===== config.mk =====
export PLATFORM = sky130hd
export DESIGN_NAME = gmii_rx_ip_filter_flat
export DESIGN_NICKNAME = d
export VERILOG_FILES = /design/src/rtl/gmii_rx_pkg.sv /design/src/rtl/gmii_rx_ip_filter_if.sv /design/src/rtl/gmii_rx_preamble_det.sv /design/src/rtl/gmii_rx_ip_filter.sv /design/src/flat_wrapper.sv
export SDC_FILE = /design/constraint.sdc
export NUM_CORES = 1
export LEC_CHECK = 0
export CORE_AREA = 2 2 114 116
export CTS_BUF_LIST = sky130_fd_sc_hd__clkbuf_4
export CTS_CLUSTER_SIZE = 12
export DETAILED_ROUTE_END_ITERATION = 8
export DIE_AREA = 0 0 116 118
export GPL_TIMING_DRIVEN = 0
export PLACE_DENSITY_LB_ADDON = 0.25
export SYNTH_ARGS = -nofsm -noshare
export SYNTH_HDL_FRONTEND = slang
export SYNTH_HIERARCHICAL = 1
export SYNTH_SLANG_ARGS = --single-unit

===== constraint.sdc =====
create_clock -name rx_clk -period 9.4 [get_ports rx_clk]
set_input_delay 1.88 -clock rx_clk [delete_from_list [all_inputs] [get_ports rx_clk]]
set_output_delay 1.88 -clock rx_clk [all_outputs]
set_load 0.01 [all_outputs]

===== src/rtl/gmii_rx_pkg.sv =====
// Shared definitions for the GMII receive destination-IP filter.
// Contents: parser state enum, EtherType / preamble constants, IPv4 header
// offsets, the VLAN stacking limit (GMII_RX_QINQ_EN allows two tags,
// otherwise one), and a helper that picks one byte of an IPv4 address.
package gmii_rx_pkg;

    typedef enum logic [3:0] {
        ST_IDLE,
        ST_PRE,
        ST_DMAC,
        ST_SMAC,
        ST_ETYPE,
        ST_VLAN,
        ST_IPHDR,
        ST_PAYLOAD,
        ST_DROP
    } rx_state_e;

    localparam logic [15:0] ETH_TYPE_VLAN = 16'h8100;
    localparam logic [15:0] ETH_TYPE_IPV4 = 16'h0800;
    localparam logic [7:0]  PREAMBLE_BYTE = 8'h55;
    localparam int          IP_DST_OFFSET = 16;
    localparam int          IP_HDR_LEN    = 20;

`ifdef GMII_RX_QINQ_EN
    localparam logic [1:0]  VLAN_MAX      = 2'd2;
`else
    localparam logic [1:0]  VLAN_MAX      = 2'd1;
`endif

    // Byte of addr expected at IPv4 header position hdr_idx (16..19, MSB first).
    function automatic logic [7:0] ip_byte(input logic [31:0] addr, input logic [4:0] hdr_idx);
        logic [7:0] b;
        case (hdr_idx)
            5'd16:   b = addr[31:24];
            5'd17:   b = addr[23:16];
            5'd18:   b = addr[15:8];
            5'd19:   b = addr[7:0];
            default: b = 8'h00;
        endcase
        return b;
    endfunction

endpackage


===== src/rtl/gmii_rx_ip_filter_if.sv =====
// GMII receive pin bundle.
//   rxd  [7:0] receive data
//   rxdv       receive data valid
//   rxer       receive error
// master: the PHY side driving the pins; slave: the frame parser.
interface gmii_rx_ip_filter_if;
    logic [7:0] rxd;
    logic       rxdv;
    logic       rxer;

    modport master (output rxd, output rxdv, output rxer);
    modport slave  (input  rxd, input  rxdv, input  rxer);
endinterface


===== src/rtl/gmii_rx_preamble_det.sv =====
// Preamble counter and SFD qualifier.
//   rx_clk, reset : receive clock, async active-high reset
//   in_idle/in_pre: parser is in IDLE / PRE
//   rxdv, rxd     : GMII receive valid / data
//   sfd_ok        : SFD seen in PRE after at least PRE_MIN preamble bytes
//   sfd_bad       : SFD seen in PRE with too short a preamble
module gmii_rx_preamble_det
    import gmii_rx_pkg::*;
#(
    parameter logic [7:0] SFD     = 8'h5D,
    parameter int         PRE_MIN = 7
) (
    input  logic       rx_clk,
    input  logic       reset,
    input  logic       in_idle,
    input  logic       in_pre,
    input  logic       rxdv,
    input  logic [7:0] rxd,
    output logic       sfd_ok,
    output logic       sfd_bad
);

    localparam logic [3:0] PRE_MIN_C = 4'(PRE_MIN);

    logic [3:0] pre_cnt_r;
    logic       is_pre_s;
    logic       is_sfd_s;

    assign is_pre_s = rxdv && (rxd == PREAMBLE_BYTE);
    assign is_sfd_s = in_pre && rxdv && (rxd == SFD);
    assign sfd_ok   = is_sfd_s && (pre_cnt_r >= PRE_MIN_C);
    assign sfd_bad  = is_sfd_s && (pre_cnt_r <  PRE_MIN_C);

    // Preamble byte count: starts at 1 on the first 0x55, saturates at 15.
    always_ff @(posedge rx_clk or posedge reset) begin
        if (reset) begin
            pre_cnt_r <= 4'd0;
        end else if (in_idle && is_pre_s) begin
            pre_cnt_r <= 4'd1;
        end else if (in_pre && is_pre_s) begin
            pre_cnt_r <= (pre_cnt_r == 4'd15) ? pre_cnt_r : pre_cnt_r + 4'd1;
        end else if (!in_pre) begin
            pre_cnt_r <= 4'd0;
        end
    end

endmodule


===== src/rtl/gmii_rx_ip_filter.sv =====
// GMII receive parser and IPv4 destination filter.
// Parses preamble/SFD, destination and source MAC, up to VLAN_MAX 802.1Q
// tags (two when GMII_RX_QINQ_EN is defined, one otherwise), requires
// EtherType IPv4 and compares the header's destination address with ip2.
//   rx_clk, reset       : receive clock, async active-high reset
//   gmii (slave)        : rxd / rxdv / rxer from the PHY
//   dst_mac, src_mac    : captured MACs, first wire byte in [47:40]
//   vlan_cnt, vlan_id   : tags seen this frame, VID of the outer tag
//   ip_match/ip_mismatch: one-cycle verdict pulse after header byte 19
//   frame_err           : one-cycle pulse when a frame is dropped/aborted
//   busy                : parser not in IDLE
module gmii_rx_ip_filter
    import gmii_rx_pkg::*;
#(
    parameter logic [31:0] ip2     = 32'hC0A86466,
    parameter logic [7:0]  SFD     = 8'h5D,
    parameter int          PRE_MIN = 7
) (
    input  logic                 rx_clk,
    input  logic                 reset,
    gmii_rx_ip_filter_if.slave   gmii,
    output logic [47:0]          dst_mac,
    output logic [47:0]          src_mac,
    output logic [1:0]           vlan_cnt,
    output logic [11:0]          vlan_id,
    output logic                 ip_match,
    output logic                 ip_mismatch,
    output logic                 frame_err,
    output logic                 busy
);

    localparam logic [4:0] DST_FIRST = 5'(IP_DST_OFFSET);
    localparam logic [4:0] HDR_LAST  = 5'(IP_HDR_LEN - 1);

    rx_state_e   state_r, state_next_s;
    logic [4:0]  byte_cnt_r;
    logic [7:0]  etype_hi_r;
    logic        ip_ok_r;
    logic [47:0] dst_mac_r, src_mac_r;
    logic [1:0]  vlan_cnt_r;
    logic [11:0] vlan_id_r;
    logic        ip_match_r, ip_mismatch_r, frame_err_r, busy_r;

    logic        in_frame_s, accept_s, sfd_ok_s, sfd_bad_s, ip_eq_s;
    logic        frame_err_s, ip_match_s, ip_mismatch_s;
    logic [15:0] etype_s;

    // States in which rxdv loss or rxer aborts the frame.
    assign in_frame_s = state_r inside {ST_PRE, ST_DMAC, ST_SMAC, ST_ETYPE, ST_VLAN, ST_IPHDR};
    assign accept_s   = in_frame_s && gmii.rxdv && !gmii.rxer;
    assign etype_s    = {etype_hi_r, gmii.rxd};
    assign ip_eq_s    = (gmii.rxd == ip_byte(ip2, byte_cnt_r));

    gmii_rx_preamble_det #(.SFD(SFD), .PRE_MIN(PRE_MIN)) u_pre (
        .rx_clk  (rx_clk),
        .reset   (reset),
        .in_idle (state_r == ST_IDLE),
        .in_pre  (state_r == ST_PRE),
        .rxdv    (gmii.rxdv),
        .rxd     (gmii.rxd),
        .sfd_ok  (sfd_ok_s),
        .sfd_bad (sfd_bad_s)
    );

    // Next-state and pulse decode; aborts take priority over parsing.
    always_comb begin
        state_next_s  = state_r;
        frame_err_s   = 1'b0;
        ip_match_s    = 1'b0;
        ip_mismatch_s = 1'b0;
        if (in_frame_s) begin
            if (!gmii.rxdv) begin
                state_next_s = ST_IDLE;
                frame_err_s  = 1'b1;
            end else if (gmii.rxer) begin
                state_next_s = ST_DROP;
                frame_err_s  = 1'b1;
            end else begin
                case (state_r)
                    ST_PRE: begin
                        if (sfd_ok_s) begin
                            state_next_s = ST_DMAC;
                        end else if (sfd_bad_s || (gmii.rxd != PREAMBLE_BYTE)) begin
                            state_next_s = ST_DROP;
                            frame_err_s  = 1'b1;
                        end else begin
                            state_next_s = ST_PRE;
                        end
                    end
                    ST_DMAC: begin
                        if (byte_cnt_r == 5'd5) state_next_s = ST_SMAC;
                        else                    state_next_s = ST_DMAC;
                    end
                    ST_SMAC: begin
                        if (byte_cnt_r == 5'd5) state_next_s = ST_ETYPE;
                        else                    state_next_s = ST_SMAC;
                    end
                    ST_ETYPE: begin
                        if (byte_cnt_r != 5'd1) begin
                            state_next_s = ST_ETYPE;
                        end else if (etype_s == ETH_TYPE_VLAN && vlan_cnt_r != VLAN_MAX) begin
                            state_next_s = ST_VLAN;
                        end else if (etype_s == ETH_TYPE_IPV4) begin
                            state_next_s = ST_IPHDR;
                        end else begin
                            // Unknown EtherType or one tag too many.
                            state_next_s = ST_DROP;
                            frame_err_s  = 1'b1;
                        end
                    end
                    ST_VLAN: begin
                        if (byte_cnt_r == 5'd1) state_next_s = ST_ETYPE;
                        else                    state_next_s = ST_VLAN;
                    end
                    ST_IPHDR: begin
                        if (byte_cnt_r == HDR_LAST) begin
                            state_next_s  = ST_PAYLOAD;
                            ip_match_s    = ip_ok_r && ip_eq_s;
                            ip_mismatch_s = !(ip_ok_r && ip_eq_s);
                        end else begin
                            state_next_s = ST_IPHDR;
                        end
                    end
                    default: state_next_s = state_r;
                endcase
            end
        end else begin
            case (state_r)
                ST_IDLE: begin
                    if (gmii.rxdv && gmii.rxd == PREAMBLE_BYTE) begin
                        state_next_s = ST_PRE;
                    end else if (gmii.rxdv) begin
                        state_next_s = ST_DROP;
                        frame_err_s  = 1'b1;
                    end else begin
                        state_next_s = ST_IDLE;
                    end
                end
                ST_PAYLOAD, ST_DROP: begin
                    if (!gmii.rxdv) state_next_s = ST_IDLE;
                    else            state_next_s = state_r;
                end
                default: state_next_s = ST_IDLE;
            endcase
        end
    end

    // State register and registered status pulses.
    always_ff @(posedge rx_clk or posedge reset) begin
        if (reset) begin
            state_r       <= ST_IDLE;
            busy_r        <= 1'b0;
            frame_err_r   <= 1'b0;
            ip_match_r    <= 1'b0;
            ip_mismatch_r <= 1'b0;
        end else begin
            state_r       <= state_next_s;
            busy_r        <= (state_next_s != ST_IDLE);
            frame_err_r   <= frame_err_s;
            ip_match_r    <= ip_match_s;
            ip_mismatch_r <= ip_mismatch_s;
        end
    end

    // Byte position within the current field; restarts on every state change.
    always_ff @(posedge rx_clk or posedge reset) begin
        if (reset) begin
            byte_cnt_r <= 5'd0;
        end else if (state_next_s != state_r || !in_frame_s) begin
            byte_cnt_r <= 5'd0;
        end else begin
            byte_cnt_r <= byte_cnt_r + 5'd1;
        end
    end

    // MAC address shift registers; they hold until the next frame overwrites them.
    always_ff @(posedge rx_clk or posedge reset) begin
        if (reset) begin
            dst_mac_r <= 48'h0;
            src_mac_r <= 48'h0;
        end else if (accept_s && state_r == ST_DMAC) begin
            dst_mac_r <= {dst_mac_r[39:0], gmii.rxd};
        end else if (accept_s && state_r == ST_SMAC) begin
            src_mac_r <= {src_mac_r[39:0], gmii.rxd};
        end
    end

    // EtherType high byte and running destination-address compare.
    always_ff @(posedge rx_clk or posedge reset) begin
        if (reset) begin
            etype_hi_r <= 8'h00;
            ip_ok_r    <= 1'b0;
        end else if (accept_s && state_r == ST_ETYPE && byte_cnt_r == 5'd0) begin
            etype_hi_r <= gmii.rxd;
        end else if (accept_s && state_r == ST_IPHDR && byte_cnt_r == DST_FIRST) begin
            ip_ok_r    <= ip_eq_s;
        end else if (accept_s && state_r == ST_IPHDR && byte_cnt_r > DST_FIRST) begin
            ip_ok_r    <= ip_ok_r && ip_eq_s;
        end
    end

    // VLAN tag count and outer VID; cleared when a new SFD is accepted.
    always_ff @(posedge rx_clk or posedge reset) begin
        if (reset) begin
            vlan_cnt_r <= 2'd0;
            vlan_id_r  <= 12'h000;
        end else if (accept_s && sfd_ok_s) begin
            vlan_cnt_r <= 2'd0;
            vlan_id_r  <= 12'h000;
        end else if (state_r == ST_ETYPE && state_next_s == ST_VLAN) begin
            vlan_cnt_r <= vlan_cnt_r + 2'd1;
        end else if (accept_s && state_r == ST_VLAN && vlan_cnt_r == 2'd1) begin
            // Only the outer tag (first one seen) supplies vlan_id.
            if (byte_cnt_r == 5'd0) vlan_id_r[11:8] <= gmii.rxd[3:0];
            else                    vlan_id_r[7:0]  <= gmii.rxd;
        end
    end

    assign dst_mac     = dst_mac_r;
    assign src_mac     = src_mac_r;
    assign vlan_cnt    = vlan_cnt_r;
    assign vlan_id     = vlan_id_r;
    assign ip_match    = ip_match_r;
    assign ip_mismatch = ip_mismatch_r;
    assign frame_err   = frame_err_r;
    assign busy        = busy_r;

endmodule


===== src/flat_wrapper.sv =====
// flat-port wrapper written by rule: the top's interface ports become plain ports
module gmii_rx_ip_filter_flat import gmii_rx_pkg::*;
#(
    parameter logic [31:0] ip2     = 32'hC0A86466,
    parameter logic [7:0]  SFD     = 8'h5D,
    parameter int          PRE_MIN = 7
)
  (rx_clk, reset, dst_mac, src_mac, vlan_cnt, vlan_id, ip_match, ip_mismatch, frame_err, busy, gmii_rxd, gmii_rxdv, gmii_rxer);
  gmii_rx_ip_filter_if gmii_i ();
  input  logic rx_clk;
  input  logic reset;
  output logic [47:0] dst_mac;
  output logic [47:0] src_mac;
  output logic [1:0] vlan_cnt;
  output logic [11:0] vlan_id;
  output logic ip_match;
  output logic ip_mismatch;
  output logic frame_err;
  output logic busy;
  input wire logic [$bits(gmii_i.rxd)-1:0] gmii_rxd;
  input wire logic [$bits(gmii_i.rxdv)-1:0] gmii_rxdv;
  input wire logic [$bits(gmii_i.rxer)-1:0] gmii_rxer;
  assign gmii_i.rxd = gmii_rxd;
  assign gmii_i.rxdv = gmii_rxdv;
  assign gmii_i.rxer = gmii_rxer;
  gmii_rx_ip_filter #(.ip2(ip2), .SFD(SFD), .PRE_MIN(PRE_MIN)) u_core (.rx_clk(rx_clk), .reset(reset), .gmii(gmii_i), .dst_mac(dst_mac), .src_mac(src_mac), .vlan_cnt(vlan_cnt), .vlan_id(vlan_id), .ip_match(ip_match), .ip_mismatch(ip_mismatch), .frame_err(frame_err), .busy(busy));
endmodule

==> results.toml <==
[status]
outcome = "finished clean"

[sta]
worst_slew_pin_slew_ns = 0.856
fin_skew_ns = 0.0156
tns_ns = 0
post-route-min-period_ns = 4.46
post-route-period-util_pct = 47.5
whs_ns = 0.499
drv_slew = 0
rsz0062_at_grt = "no"
hold_viol_final = 0
slew_headroom_pct = 42.1
finalSetupViolations = 0
fmaxAchievable_mhz = 224

[routing]
wirelength_um = 13500
ant_nets = 0
drtIter0Drc = 287
vias = 4289
vias_per_cell = 5.38
drc_errors = 0
wl_per_cell_um = 17.0
firstDrtPassIters = 4

[layout]
diodes = 0
utilization_pct = 63.6
nNetsFinal = 631
fillers = 1008
final_layout_size_suffix_gt1_share_pct = 9.76
area_delta_synth_final_pct = 29.0
fin_cells = 797

[synth]
synth_edf_count = 0
synthFlopType = "dfrtp_1"
yosys.area.top_type_share_pct = 55.6
syn_area_sq_mm = 0.00612
synthCells = 468
synth_top_area_cell = "dfrtp_1"
synthDistinctLibCells = 66
syn_avg_cell_area_sq_um = 13.1
synth.area.top_cells = "dfrtp_1 (56%), mux2_1 (18%), mux2i_1 (2.0%)"
ys_warn_count = 6
synth-seq-cells = 136
async_flop_share_pct = 100
synth_nets = 486
ys_seq_area_share_pct = 55.6

[worst_setup_path]
path_class = "primary input to flop"
cp_slowest_stage_delay_ns = 0.63
worstPathCellList = "clkdlybuf4s50_1 -> nand4bb_4 -> nor2_1 -> nand3_1 -> nor2_1 -> nand3b_1 -> o221ai_2 -> o311ai_4 -> nand4_2 -> nor4_1"
cp_max_fo = 9
start_kind = "primary input"
critPathSlowestCell = "clkdlybuf4s50_1"
critPathTopFamily = "simple AND/OR/NAND/NOR gates"
worst-endpoint-arrival_ns = 4.90
cp_num_buf_inv = 1
critical_path_required_ns = 9.84
end_kind = "flop"
crit_path_frequent_cell = "nor2_1"

[grt]
antenna_found_initial = 0
grt-ovfl-total = 0
grt_pass1_vias = 4271
grt_max_degree = 88
grtUsageTotal_pct = 20.9
grt_pass1_wl_um = 22200

[clocking]
clock-sinks = 136
clk_latency_ns = 0.55
root_buffer = "clkbuf_4"
cts-htree-levels = 4
clk_path_buf_depth = 2
clk_pin_slew_ns = 0.11
cts_setup_buffers = 0
cts_buffers = 17
postCtsResizedCells = 0
holdBufCountCts = 0
tritoncts = "yes"

[power_and_ir_drop]
sequentialPowerShare_pct = 58.7
p_sw_uw = 239
internal-power_uw = 765
peakVddDrop_mv = 0.0855
p_comb_share_pct = 4.4
p_leak_nw = 3.68
power_density_mw_per_mm2 = 127
clkPwrFrac_pct = 36.9
p_sw_share_pct = 23.8

[die]
io_pins = 126
dieHeight_um = 118
die_width_um = 116
core-area_sq_mm = 0.0124
initial_core_util_pct = 49.3
die_area_sq_mm = 0.0137
rows = 41

[placement]
port_buffers = 125
dp_hpwl_um = 10100
finalWeightedCongestion = 0.895
place_inst = 766

[flow_run]
maxCapViolations = 0

[hold_path]
hp-class = "flop to flop"
-- routing by layer --
metal,GRT usage [%],vias to the layer above,wire [um],share of wire [%]
met5,0,-,0,0
met4,8.48,0,295,2.2
met3,6.02,25,669,4.9
met2,32.8,128,6550,48
met1,27.1,2131,6000,44
li1,-,2005,-,-
-- per-stage QoR --
stage	power (mW)	worst slack, ns	cell area (sq um)
after detailed placement	0.646	4.40	7610
final	1.00	4.94	7890
after global placement	0.643	2.32	7580
after global routing	1.05	4.74	7890
after CTS	1.02	5.00	7890
after floorplan	0.623	3.99	6120
-- state kept, by name, summed over array words and instances (netlist names) --
name	flops
u_core/ip_ok_r	1
u_core/vlan_id	12
u_core/state_r	4
u_core/ip_match	1
u_core/ip_mismatch	1
u_core/vlan_cnt	2
u_core/etype_hi_r	8
u_core/u_pre/pre_cnt_r	4
u_core/byte_cnt_r	5
u_core/frame_err	1
u_core/dst_mac	48
u_core/busy	1
u_core/src_mac	48
-- cell usage after synthesis, types with 3 or more instances --
master,instances
and2_1,4
and3_1,3
nand2b_1,3
nor3_1,4
nor4_1,7
nor4bb_1,4
o21ai_0,12
inv_1,9
nor2b_1,6
mux2_2,8
ha_1,6
nor3b_1,3
a32oi_1,3
o22ai_1,4
mux2_1,96
mux2i_1,12
clkbuf_1,16
o31ai_1,6
nand3_1,12
dfrtp_1,136
nand2_1,22
buf_2,5
nor4b_1,5
nor2_1,21
buf_1,4
a21oi_1,6
xor2_1,3
nand4_1,3
-- power by group through the flow --
stage	clock [mW]	combinational (mW)	sequential (mW)
final	0.371	0.0439	0.590
after global routing	0.407	0.0491	0.590
after CTS	0.382	0.0448	0.590
after detailed placement	0	0.0447	0.601
after global placement	0	0.0418	0.601
after floorplan	0	0.0209	0.602
-- worst paths after layout --
kind	from	end	slack, ns	depth (start not counted)
hold / removal	u_core/src_mac[46]	u_core/src_mac[46]	0.50	1
setup reg to reg	u_core/state_r[0]	u_core/byte_cnt_r[1]	5.93	10
setup / recovery	gmii_rxd[5]	u_core/byte_cnt_r[1]	4.94	10
max in group asynchronous	reset	u_core/src_mac[8]	6.94	3
hold reg to reg	u_core/src_mac[46]	u_core/src_mac[46]	0.50	1
min in group asynchronous	reset	u_core/u_pre/pre_cnt_r[2]	1.62	2
-- placed cells by master, fill, tap and decap left out, drive strengths merged, types with 5 or more instances in the layout --
cell	synthesis	layout
clkinv	0	6
ha	6	6
nor4	9	9
dfrtp	136	136
buf	10	11
a21oi	7	7
nand3	12	12
clkdlybuf4s50	0	125
o31ai	6	6
nand2	22	22
nor3	6	6
inv	9	11
o21ai	13	13
nor2	21	21
mux2	104	104
nor2b	6	6
nor4b	5	5
clkbuf	16	35
mux2i	12	12
-- cell type report --
class	count	area (sq um)	area share, %
Multi-Input combinational cell	297	2570	32.6
Sequential cell	136	3400	43.1
Buffer	26	111	1.41
Timing Repair Buffer	126	1280	16.2
Clock inverter	12	128	1.62
Tap cell	172	215	2.73
Inverter	9	38.8	0.492
Clock buffer	19	143	1.81
-- cells by family (layout without fill, tap and decap cells) --
logic type / count (synthesis) / count (layout) / share of synthesized area (%)
flops: 136 / 136 / 55.6
xor+xnor: 4 / 4 / 0.573
simple gates: 116 / 116 / 12.1
fa+ha+maj: 6 / 6 / 1.23
mux: 116 / 116 / 21.1
buf+inv: 35 / 192 / 2.37
compound gates: 55 / 55 / 6.96
(Power assumes the default switching activity.)
